===== src/rtl/muldiv_seq_if.sv =====
// Request/response bundle for the iterative RV32M multiply/divide sequencer.
// The master side issues operations and consumes results; the slave side is the sequencer.
interface muldiv_seq_if #(
    parameter int unsigned XLEN = 32
);
    logic            in_valid;
    logic            in_ready;
    logic [2:0]      funct;
    logic [XLEN-1:0] rs1;
    logic [XLEN-1:0] rs2;
    logic            flush;
    logic            out_valid;
    logic            out_ready;
    logic [XLEN-1:0] result;
    logic            busy;

    modport master (
        output in_valid, funct, rs1, rs2, flush, out_ready,
        input  in_ready, out_valid, result, busy
    );

    modport slave (
        input  in_valid, funct, rs1, rs2, flush, out_ready,
        output in_ready, out_valid, result, busy
    );
endinterface


===== src/rtl/muldiv_seq.sv =====
// Iterative RV32M MUL/MULH/MULHSU/MULHU/DIV/DIVU/REM/REMU unit, one bit per cycle.
// Operates on magnitudes and applies the sign in a single fix-up cycle.
module muldiv_seq #(
    parameter int unsigned XLEN = 32
) (
    input  logic         clk,
    input  logic         rst_n,
    muldiv_seq_if.slave  bus
);
    localparam int unsigned CW = $clog2(XLEN);
    localparam logic [XLEN-1:0] MIN_VAL = {1'b1, {(XLEN-1){1'b0}}};

    typedef enum logic [1:0] {S_IDLE, S_CALC, S_FIX, S_DONE} state_t;

    state_t            state_q, state_d;
    logic [2:0]        funct_q, funct_d;
    logic              neg_q, neg_d;
    logic [CW-1:0]     cnt_q, cnt_d;
    logic [XLEN-1:0]   opd_q, opd_d;
    logic [2*XLEN-1:0] acc_q, acc_d;
    logic [XLEN-1:0]   rem_q, rem_d;
    logic [XLEN-1:0]   result_q, result_d;

    logic              sa_neg, sb_neg, is_div;
    logic [XLEN-1:0]   abs_a, abs_b;
    logic [XLEN:0]     sum, rem_sh, diff;
    logic [2*XLEN-1:0] prod;
    logic [XLEN-1:0]   quo, rem;

    always_ff @(posedge clk or negedge rst_n) begin
        if (!rst_n) begin
            state_q  <= S_IDLE;
            funct_q  <= '0;
            neg_q    <= 1'b0;
            cnt_q    <= '0;
            opd_q    <= '0;
            acc_q    <= '0;
            rem_q    <= '0;
            result_q <= '0;
        end else begin
            state_q  <= state_d;
            funct_q  <= funct_d;
            neg_q    <= neg_d;
            cnt_q    <= cnt_d;
            opd_q    <= opd_d;
            acc_q    <= acc_d;
            rem_q    <= rem_d;
            result_q <= result_d;
        end
    end

    always_comb begin
        state_d  = state_q;
        funct_d  = funct_q;
        neg_d    = neg_q;
        cnt_d    = cnt_q;
        opd_d    = opd_q;
        acc_d    = acc_q;
        rem_d    = rem_q;
        result_d = result_q;

        is_div = bus.funct[2];
        // rs1 is signed for MULH, MULHSU, DIV, REM; rs2 for MULH, DIV, REM
        sa_neg = bus.rs1[XLEN-1] && ((bus.funct == 3'b001) || (bus.funct == 3'b010) ||
                                     (bus.funct == 3'b100) || (bus.funct == 3'b110));
        sb_neg = bus.rs2[XLEN-1] && ((bus.funct == 3'b001) || (bus.funct == 3'b100) ||
                                     (bus.funct == 3'b110));
        abs_a  = sa_neg ? -bus.rs1 : bus.rs1;
        abs_b  = sb_neg ? -bus.rs2 : bus.rs2;

        sum    = {1'b0, acc_q[2*XLEN-1:XLEN]} + (acc_q[0] ? {1'b0, opd_q} : '0);
        rem_sh = {rem_q, acc_q[XLEN-1]};
        diff   = rem_sh - {1'b0, opd_q};

        // High half of a signed product needs the full-width negation, not just the half
        prod = neg_q ? -acc_q : acc_q;
        quo  = neg_q ? -acc_q[XLEN-1:0] : acc_q[XLEN-1:0];
        rem  = neg_q ? -rem_q : rem_q;

        unique case (state_q)
            S_IDLE: begin
                if (bus.in_valid && !bus.flush) begin
                    funct_d = bus.funct;
                    if (is_div && (bus.rs2 == '0)) begin
                        result_d = bus.funct[1] ? bus.rs1 : '1;
                        state_d  = S_DONE;
                    end else if (is_div && !bus.funct[0] && (bus.rs1 == MIN_VAL) && (bus.rs2 == '1)) begin
                        result_d = bus.funct[1] ? '0 : MIN_VAL;
                        state_d  = S_DONE;
                    end else begin
                        neg_d   = (is_div && bus.funct[1]) ? sa_neg : (sa_neg ^ sb_neg);
                        cnt_d   = CW'(XLEN - 1);
                        acc_d   = is_div ? {{XLEN{1'b0}}, abs_a} : {{XLEN{1'b0}}, abs_b};
                        opd_d   = is_div ? abs_b : abs_a;
                        rem_d   = '0;
                        state_d = S_CALC;
                    end
                end
            end
            S_CALC: begin
                if (bus.flush) begin
                    state_d = S_IDLE;
                end else begin
                    if (!funct_q[2]) begin
                        acc_d = {sum, acc_q[XLEN-1:1]};
                    end else if (!diff[XLEN]) begin
                        rem_d = diff[XLEN-1:0];
                        acc_d = {acc_q[2*XLEN-1:XLEN], acc_q[XLEN-2:0], 1'b1};
                    end else begin
                        rem_d = rem_sh[XLEN-1:0];
                        acc_d = {acc_q[2*XLEN-1:XLEN], acc_q[XLEN-2:0], 1'b0};
                    end
                    cnt_d = cnt_q - 1'b1;
                    if (cnt_q == '0) begin
                        state_d = S_FIX;
                    end
                end
            end
            S_FIX: begin
                if (bus.flush) begin
                    state_d = S_IDLE;
                end else begin
                    unique case (funct_q)
                        3'b000:                 result_d = prod[XLEN-1:0];
                        3'b001, 3'b010, 3'b011: result_d = prod[2*XLEN-1:XLEN];
                        3'b100, 3'b101:         result_d = quo;
                        default:                result_d = rem;
                    endcase
                    state_d = S_DONE;
                end
            end
            S_DONE: begin
                if (bus.flush || bus.out_ready) begin
                    state_d = S_IDLE;
                end
            end
            default: state_d = S_IDLE;
        endcase
    end

    assign bus.in_ready  = (state_q == S_IDLE);
    assign bus.busy      = (state_q != S_IDLE);
    assign bus.out_valid = (state_q == S_DONE);
    assign bus.result    = result_q;
endmodule


===== src/flat_wrapper.sv =====
// flat-port wrapper written by rule: the top's interface ports become plain ports
module muldiv_seq_flat 
#(
    parameter int unsigned XLEN = 32
)
  (clk, rst_n, bus_in_valid, bus_funct, bus_rs1, bus_rs2, bus_flush, bus_out_ready, bus_in_ready, bus_out_valid, bus_result, bus_busy);
  muldiv_seq_if #(.XLEN(XLEN)) bus_i ();
  input  logic clk;
  input  logic rst_n;
  input wire logic [$bits(bus_i.in_valid)-1:0] bus_in_valid;
  input wire logic [$bits(bus_i.funct)-1:0] bus_funct;
  input wire logic [$bits(bus_i.rs1)-1:0] bus_rs1;
  input wire logic [$bits(bus_i.rs2)-1:0] bus_rs2;
  input wire logic [$bits(bus_i.flush)-1:0] bus_flush;
  input wire logic [$bits(bus_i.out_ready)-1:0] bus_out_ready;
  output wire logic [$bits(bus_i.in_ready)-1:0] bus_in_ready;
  output wire logic [$bits(bus_i.out_valid)-1:0] bus_out_valid;
  output wire logic [$bits(bus_i.result)-1:0] bus_result;
  output wire logic [$bits(bus_i.busy)-1:0] bus_busy;
  assign bus_i.in_valid = bus_in_valid;
  assign bus_i.funct = bus_funct;
  assign bus_i.rs1 = bus_rs1;
  assign bus_i.rs2 = bus_rs2;
  assign bus_i.flush = bus_flush;
  assign bus_i.out_ready = bus_out_ready;
  assign bus_in_ready = bus_i.in_ready;
  assign bus_out_valid = bus_i.out_valid;
  assign bus_result = bus_i.result;
  assign bus_busy = bus_i.busy;
  muldiv_seq #(.XLEN(XLEN)) u_core (.clk(clk), .rst_n(rst_n), .bus(bus_i));
endmodule

===== config.mk =====
export PLATFORM = sky130hd
export DESIGN_NAME = muldiv_seq_flat
export DESIGN_NICKNAME = d
export VERILOG_FILES = /design/src/rtl/muldiv_seq_if.sv /design/src/rtl/muldiv_seq.sv /design/src/flat_wrapper.sv
export SDC_FILE = /design/constraint.sdc
export NUM_CORES = 1
export LEC_CHECK = 0
export CAP_MARGIN = 10
export CORE_MARGIN = 3
export CORE_UTILIZATION = 25
export DETAILED_ROUTE_END_ITERATION = 8
export GPL_TIMING_DRIVEN = 0
export HOLD_SLACK_MARGIN = 0.1
export PLACE_DENSITY = 0.44
export REMOVE_ABC_BUFFERS = 1
export SYNTH_ARGS = -nofsm -noshare
export SYNTH_HDL_FRONTEND = slang
export SYNTH_SLANG_ARGS = --single-unit

===== constraint.sdc =====
create_clock -name clk -period 10.8 [get_ports clk]
set_input_delay 2.7 -clock clk [delete_from_list [all_inputs] [get_ports clk]]
set_output_delay 2.7 -clock clk [all_outputs]
set_load 0.02 [all_outputs]

# Yosys cells after proc, flatten, opt, wreduce, memory -nomap -nowiden
# Index checks and enable logic that the tools add are counted.
# W data, S select, Z words.
dict set report op_classes {
  eq_ne 24
  n_reduce_logical 32
  n_addsub 8
  bitwise 3
  n_mux 44
}
# operator count
set op_table {}
lappend op_table {{$mux W32} 19}
lappend op_table {{$mux W64} 6}
lappend op_table {{$neg A32 Y32} 4}
lappend op_table {{$pmux W32 S2} 2}
lappend op_table {{$pmux W64 S2} 1}
lappend op_table {{$pmux W32 S3} 1}
lappend op_table {{$eq A32 B32 Y1 const B} 2}
lappend op_table {{$neg A64 Y64} 1}
lappend op_table {{$add A32 B33 Y33} 1}
lappend op_table {{$sub A33 B32 Y33} 1}
lappend op_table {{$logic_not A32 Y1} 1}
lappend op_table {{$mux W5} 4}
lappend op_table {{$mux W2} 7}
lappend op_table {{$eq A3 B3 Y1 const B} 4}
lappend op_table {{$reduce_and A6 Y1} 2}
lappend op_table {{$ne A2 B2 Y1 const B} 5}
lappend op_table {{$pmux W5 S2} 1}
lappend op_table {{$eq A3 B2 Y1 const B} 3}
lappend op_table {{$logic_and A1 B1 Y1} 8}
lappend op_table {{$pmux W2 S4} 1}
lappend op_table {{$reduce_and A4 Y1} 2}
lappend op_table {{$eq A3 B1 Y1 const B} 2}
lappend op_table {{$logic_or A1 B1 Y1} 6}
lappend op_table {{$ne A2 B1 Y1 const B} 3}
lappend op_table {{other kinds (18)} 24}
dict set report word_totals {
  output_inout_bits 35
  elab_cells 120
  input_bits 72
  ff_bits 171
}

# Logic depth before layout (Yosys ltp)
# Gate-level depths: netlist of the first run.
dict set report depth {
  word_depth 11
  depth_mapped 15
  mapped_depth_nobuf 13
}

# Least setup slack after synthesis of the first run
# No wires, ideal clock.
dict set report synth_timing {
  kind {input to register}
  from {in bus_rs2[4]}
  to {reg u_core.acc_q[24]}
  required_ns 10.675
  t_arrival_ns 5.313
  setup_ns 0.125
  n_path_buf 2
  stages 8
  setup_slack_ns 5.362
  path_cell_list {nor4_1 -> nand4b_1 -> or4b_1 -> clkbuf_1 -> o221a_2 -> o21ai_2 -> buf_2 -> mux2_2}
}
dict set report synth_via {
  elab_chain_len 7
  elab_cells_between_ends 14
  cone_classes {add/sub: 1; eq/ne: 3; mux: 6; reduce/logical: 4}
}
# item line_no
set synth_lines {}
lappend synth_lines {{from (decl)} flat_wrapper.sv:13} ;# input wire logic [$bits(bus_i.rs2)-1:0] bus_rs2;
lappend synth_lines {{$neg A32 Y32} muldiv_seq.sv:69} ;# abs_b = sb_neg ? -bus.rs2 : bus.rs2;
lappend synth_lines {{$mux W32} muldiv_seq.sv:69}
lappend synth_lines {{$mux W32} muldiv_seq.sv:93} ;# acc_d = is_div ? {{XLEN{1'b0}}, abs_a} : {{XLEN{1'b0}}, abs_b};
lappend synth_lines {{$mux W64} muldiv_seq.sv:87} ;# end else if (is_div && !bus.funct[0] && (bus.rs1 == MIN_VAL) && (bus.rs2 == '1)) begin
lappend synth_lines {{$mux W64} muldiv_seq.sv:84} ;# if (is_div && (bus.rs2 == '0)) begin
lappend synth_lines {{$mux W64} muldiv_seq.sv:82} ;# if (bus.in_valid && !bus.flush) begin
lappend synth_lines {{$pmux W64 S2} muldiv_seq.sv:80} ;# unique case (state_q)
lappend synth_lines {{to (signal assigned)} muldiv_seq.sv:37} ;# acc_q <= '0;
lappend synth_lines {{to (signal assigned)} muldiv_seq.sv:46} ;# acc_q <= acc_d;
lappend synth_lines {{to (decl)} muldiv_seq.sv:20} ;# logic [2*XLEN-1:0] acc_q, acc_d;
# Several ways; a longest one is shown, not always the timed one. The select of a mux whose other input is x is not followed.
# A chain may end at the register's enable or synchronous reset.

# Worst setup path after layout of the first run
dict set report layout_timing {
  from {in bus_rs2[2]}
  to {reg u_core.result_q[26] (netlist: u_core.bus.result[26])}
}
dict set report layout_via {
  elab_chain_len 5
  elab_cells_between_ends 9
  cone_classes {eq/ne: 2; mux: 3; reduce/logical: 4}
}
# item line_no
set layout_lines {}
lappend layout_lines {{$logic_not A32 Y1} muldiv_seq.sv:84}
lappend layout_lines {{$logic_and A1 B1 Y1} muldiv_seq.sv:84}
lappend layout_lines {{$mux W32} muldiv_seq.sv:84}
lappend layout_lines {{$mux W32} muldiv_seq.sv:82}
lappend layout_lines {{$pmux W32 S2} muldiv_seq.sv:80}
lappend layout_lines {{to (signal assigned)} muldiv_seq.sv:48} ;# result_q <= result_d;
lappend layout_lines {{to (decl)} muldiv_seq.sv:22} ;# logic [XLEN-1:0] result_q, result_d;
# Several ways; a longest one is shown, not always the timed one. The select of a mux whose other input is x is not followed.

==> results_dict.tcl, run 1 <==
set metrics [dict create \
    run_status "complete, no violations" \
    cts_buffer_depth 2 \
    min_period_ns 7.221 \
    reg2reg_depth 11 \
    worstHoldEndpoint "u_core.opd_q[5]" \
    slew_violations 0 \
    cts_inserted_buffers 17 \
    holdBufCountCts 0 \
    critPathBufInv 1 \
    timing.rr.start "u_core.acc_q[0]" \
    synth.yosys.warnings 0 \
    h-tree-depth 4 \
    synth_largest_area_cell "dfrtp_1" \
    worst_slew_margin_rel 0.1799 \
    globalRouteTotalUtil 0.1810 \
    final_hold_viol_count 0 \
    die_x_um 258.4 \
    synth_top_cells_by_count "nand2_1, o21ai_0, nor2_1" \
    fmaxAchievable_mhz 138.5 \
    synth-seq-cells 171 \
    worst_hold_path_type "register to register" \
    worstSkewPairLatency_ns 0.51 \
    critPathRequiredTime_ns 11.22 \
    detail_route.vias_per_cell 5.280 \
    placement.io_buffers 106 \
    yosysSeqAreaShare 0.2688 \
    detail_route.wl_per_cell_um 20.65 \
    post-cts-setup-buffer-count 0 \
    fin_skew_ns 0.01663 \
    holdCritStartpoint "u_core.opd_q[5]" \
    m1WireLength_mm 29.17 \
    chipHeight_um 258.4 \
    worst-setup-path-type "primary input to register" \
    worstPathCellList "clkdlybuf4s50_1, nor4_1, nand4b_1, or4b_1, nor2_1, a21oi_1, nor3_1, o21ai_0, o21ai_0" \
    cts.repair.resized 0 \
    ys.flop_type "dfrtp_1" \
    route.final.wire_length_mm 60.84 \
    setup_tns_ns 0 \
    clock_tree_from_tritoncts "done" \
    final_antenna_net_count 0 \
    n_antenna_cell 0 \
    final_util 0.2958 \
    critical_path.max_stage_delay_ns 0.92 \
    period_share 0.6687 \
    setup_repair_after_global_routing_missed_its_margin "no" \
    tightest_slew_ns 1.199 \
    drt_pass1_iterations 5 \
    clkTransAtPathRegs_ns 0.07 \
    grt_antenna_before_repair 0 \
    std_cell_rows 91 \
    fp.coreArea_mm2 0.06239 \
    grt_first_pass_wirelength_mm 91.97 \
    route.met3.wl_mm 2.426 \
    report.power.total_mw 4.573 \
    flow.area_growth_from_synthesis_pct 15.94 \
    nNetsFinal 2241 \
    vdd_ir_drop_max_uv 145.9 \
    initial_core_utilization 0.2552 \
    synth_cell_type_count 78 \
    post_synth_inst_count 2085 \
    maximum_number_of_pins_on_one_net_before_global_route_repair 100 \
    cell_types_occupying_the_most_area_after_synthesis "dfrtp_1, o21ai_0, xor2_1" \
    regToRegEndpoint "u_core.acc_q[61]" \
    synth.avg_cell_area_um2 7.636 \
    report.final.setup_viol 0 \
    clock_sink_count 171 \
    die_area_mm2 0.06674 \
    cp_top_family "simple AND/OR/NAND/NOR gates" \
    dp_hpwl_mm 47.07 \
    critical-path-slowest-cell "nor3_1" \
    pwr_cell_area_mw_per_mm2 247.7 \
    detailroute.via_count 15556 \
    drc 0 \
    starting_drt_drc_count 1114 \
    r2r_setup_slack_ns 5.62 \
    worst-path-max-fanout 9 \
    grt_overflow 0 \
    power.leakage_nw 7.462 \
    cts_root_buffer "clkbuf_16" \
    place_congestion 0.8694 \
    met2RoutedLength_mm 27.21 \
    first_global_vias 14763 \
    route.top_layer_used "met4" \
    critical_path.most_common_cell "o21ai_0" \
    post-synth-top-count-cell "nand2_1" \
    synth_largest_type_area_fraction 0.2688 \
    critPathCaptureType "register" \
    synthArstFlopShare 1.000 \
    final_layout_size_suffix_gt1_frac 0.04789 \
    synth_area_mm2 0.01592 \
    start_kind "primary input" \
    synth-edff-count 0 \
    worstPathArrival_ns 7.64 \
    worst_hold_path_stage_count 2 \
    drv.max_cap_violation_count 0 \
    floorplan.io_pins 107 \
]
cells by family after synthesis:
kind of cell / after synthesis / synth area share
compound gates: 683 / 0.2674
simple gates: 687 / 0.2013
buf+inv: 204 / 0.04998
mux: 79 / 0.05085
xor+xnor: 188 / 0.1034
fa+ha+maj: 73 / 0.05831
flops: 171 / 0.2688
final cells by class:
cell class	instances	area, um2
Multi-Input combinational cell	1710	10890
Clock buffer	20	436.7
Inverter	75	281.5
Sequential cell	171	4284
Tap cell	837	1047
Clock inverter	12	161.4
Fill cell	6850	43940
Timing Repair Buffer	121	1354
layout by cell type (no fill, tap or decap), drive strengths merged, types with 20 or more instances in the layout:
cell	n
xor2	109
a21oi	183
nor4	21
clkdlybuf4s50	104
nand2	238
inv	80
mux2i	64
o21ai	230
clkbuf	20
nor2	201
nand3	29
nand4	20
a21o	32
nor3	38
or3	25
nor2b	21
o41ai	27
dfrtp	171
xnor2	79
o31ai	42
ha	71
how the worst max path moves through the flow:
stage                    start                    end  slack [ns]  cells after the start
global placement         rst_n      u_core.state_q[0]       -1.33                      1
finish              bus_rs2[2]  u_core.bus.result[26]        3.58                      9
floorplan           bus_rs2[4]       u_core.rem_q[29]        4.05                      9
global route        bus_rs2[2]  u_core.bus.result[26]        3.36                      9
CTS                 bus_rs2[2]  u_core.bus.result[26]        3.54                      9
detailed placement  bus_rs2[2]  u_core.bus.result[26]        3.00                      9
sequential cells by signal, summed over array words and instances, names as in the netlist:
register,cells
u_core.funct_q,3
u_core.cnt_q,5
u_core.acc_q,64
u_core.rem_q,32
u_core.bus.result,32
u_core.neg_q,1
u_core.opd_q,32
u_core.state_q,2
metrics by stage:
stage               instances  hold slack, ns  setup WS, ns  instance area, um2
CTS                      2946          0.4857         3.544               18460
finish                   2946          0.4756         3.579               18460
global placement         2899          0.4657        -1.331               17510
detailed placement       2914          0.4702         3.002               17860
floorplan                1956          0.4498         4.051               15410
global route             2946          0.5028         3.364               18460
worst reg2reg max path, delay by kind of cell (launching register included):
kind	cells	cell delay [ns]
xor gates and xnor gates	1	0.18
buffers and inverters	1	0.83
and+or+nand+nor	1	0.16
DFF	1	0.49
AOI/OAI and AO/OA	7	2.91
adders and majority gates	1	0.44
where the power goes:
part           internal, mW  switching (mW)  total [mW]
clock network         0.366           0.312       0.679
registers             0.846           0.315        1.16
logic                  1.07            1.66        2.73
total                  2.29            2.29        4.57
per-layer routing:
| layer | global-route usage | vias up |
|---|---|---|
| met5 | 0 | - |
| met1 | 0.2504 | 7511 |
| met4 | 0.06718 | 0 |
| met2 | 0.2858 | 394 |
| met3 | 0.02639 | 87 |
| li1 | - | 7564 |
No activity file was read; power rests on OpenSTA's default activity.
==> run 2, diff against run 1 <==
- PLACE_DENSITY: 0.44 -> 0.46
- clock period: 10.8 -> 6.6 ns (I/O delays scaled with it)
==> results_dict.tcl, run 2 (same netlist as run 1, synthesis figures left out) <==
set metrics [dict create \
    r2r_setup_slack_ns 1.41 \
    met2_usage 0.2915 \
    final_hold_viol_count 0 \
    post-cts-setup-buffer-count 0 \
    fp.coreArea_mm2 0.06239 \
    detailroute.via_count 15566 \
    place_congestion 0.8858 \
    grt_first_pass_wirelength_mm 92.22 \
    first_global_vias 14755 \
    n_antenna_cell 0 \
    worstHoldEndpoint "u_core.bus.result[10]" \
    report.power.total_mw 7.404 \
    clkTransAtPathRegs_ns 0.07 \
    clock_tree_from_tritoncts "done" \
    cts_root_buffer "clkbuf_16" \
    whs_ns 0.4813 \
    starting_drt_drc_count 1200 \
    globalRouteTotalUtil 0.1786 \
    critPathCaptureType "register" \
    report.final.setup_viol 0 \
    start_kind "primary input" \
    floorplan.io_pins 107 \
    worst-path-max-fanout 9 \
    min_period_ns 6.209 \
    h-tree-depth 4 \
    multi_input_gate_area_in_the_final_layout_mm2 0.01089 \
    final_antenna_net_count 0 \
    period_share 0.9408 \
    leading_cell_types_in_the_layout_fill_and_taps_excluded "nand2_1, o21ai_0, nor2_1" \
    drc 0 \
    detail_route.vias_per_cell 5.284 \
    regToRegEndpoint "u_core.acc_q[61]" \
    grt_antenna_before_repair 0 \
    largest-register "u_core.acc_q" \
    flow.area_growth_from_synthesis_pct 15.76 \
    final_util 0.2954 \
    timing.rr.start "u_core.acc_q[0]" \
    use_met1 0.2490 \
    power.leakage_nw 7.437 \
    nNetsFinal 2241 \
    chipHeight_um 258.4 \
    holdBufCountCts 0 \
    layoutNonFillerInstCount 2946 \
    critPathRequiredTime_ns 6.99 \
    worst_slew_margin_rel 0.2233 \
    placement.io_buffers 106 \
    std_cell_rows 91 \
    die_x_um 258.4 \
    detail_route.wl_per_cell_um 20.51 \
    drt_pass1_iterations 5 \
    worst_hold_path_stage_count 1 \
    setup_repair_after_global_routing_missed_its_margin "no" \
    place_inst 2914 \
    fin_skew_ns 0.01460 \
    worst_hold_path_type "register to register" \
    reg2reg_depth 11 \
    largest_reg_flops 64 \
    vdd_ir_drop_max_uv 294.2 \
    nFillCells 6842 \
    area.sequential_mm2 0.004284 \
    final_layout_size_suffix_gt1_frac 0.04836 \
    grt_use_met3 0.01534 \
    clock_sink_count 171 \
    cts_inserted_buffers 17 \
    initial_core_utilization 0.2552 \
    drv.max_cap_violation_count 0 \
    tightest_slew_ns 1.136 \
    global_route.peak_usage_layer "met2" \
    run_status "complete, no violations" \
    worstPathArrival_ns 6.60 \
    mostFrequentLayoutCell "nand2_1" \
    setup_tns_ns 0 \
    cts_buffer_depth 2 \
    grt_overflow 0 \
    pwr_cell_area_mw_per_mm2 401.8 \
    fmaxAchievable_mhz 161.1 \
    die_area_mm2 0.06674 \
    maximum_number_of_pins_on_one_net_before_global_route_repair 107 \
    cts.repair.resized 0 \
    worstSkewPairLatency_ns 0.47 \
    holdCritStartpoint "u_core.bus.result[10]" \
    slew_violations 0 \
    route.final.wire_length_mm 60.41 \
    dp_hpwl_mm 46.54 \
    worst-setup-path-type "primary input to register" \
]
## run 2: cell count changes in the layout (fill, tap and decap cells not counted), sizes merged
cell and change:
inv -3, clkbuf -1, bufinv -2, clkinv +3, clkinvlp +3
## run 2: worst max path at each step
stage | start | to | slack, ns | cells past startpoint
after global placement | rst_n | u_core.state_q[0] | -4.39 | 1
after floorplan | bus_rs2[4] | u_core.rem_q[29] | 0.90 | 9
after CTS | bus_rs2[2] | u_core.rem_q[29] | 0.42 | 11
final | bus_rs2[2] | u_core.bus.result[30] | 0.39 | 9
after detailed placement | bus_rs2[2] | u_core.bus.result[25] | -0.07 | 9
after global routing | bus_rs2[2] | u_core.rem_q[29] | 0.12 | 11
## run 2: layout make-up
type | count | area share
Timing Repair Buffer | 121 | 0.07434
Inverter | 75 | 0.01528
Clock buffer | 19 | 0.02349
Multi-Input combinational cell | 1710 | 0.5911
Clock inverter | 13 | 0.006518
Tap cell | 837 | 0.05683
Sequential cell | 171 | 0.2325
## run 2: critical path: stages
cell	delay, ns
clkdlybuf4s50_1	0.52
nor4_1	0.88
nand4b_1	0.39
or4b_1	0.83
nor2_1	0.68
a21oi_1	0.15
nor3_1	0.88
o21ai_0	0.38
o21ai_1	0.22
## run 2: per-layer routing
| metal | up-vias | wire length, um |
|---|---|---|
| met3 | 63 | 2497 |
| met2 | 453 | 27930 |
| met4 | 0 | 1509 |
| met1 | 7486 | 28470 |
| li1 | 7564 | - |
| met5 | - | 0 |
## run 2: stage by stage
stage	worst slack, ns	cell area (um2)
detailed placement	-0.06861	17880
floorplan	0.9009	15410
global route	0.1242	18430
global placement	-4.387	17510
CTS	0.4225	18430
finish	0.3908	18430
## run 2: power breakdown
group	internal, mW	total, mW	switching, mW
Combinational	1.77	4.50	2.73
Clock	0.521	1.02	0.498
Sequential	1.38	1.89	0.503
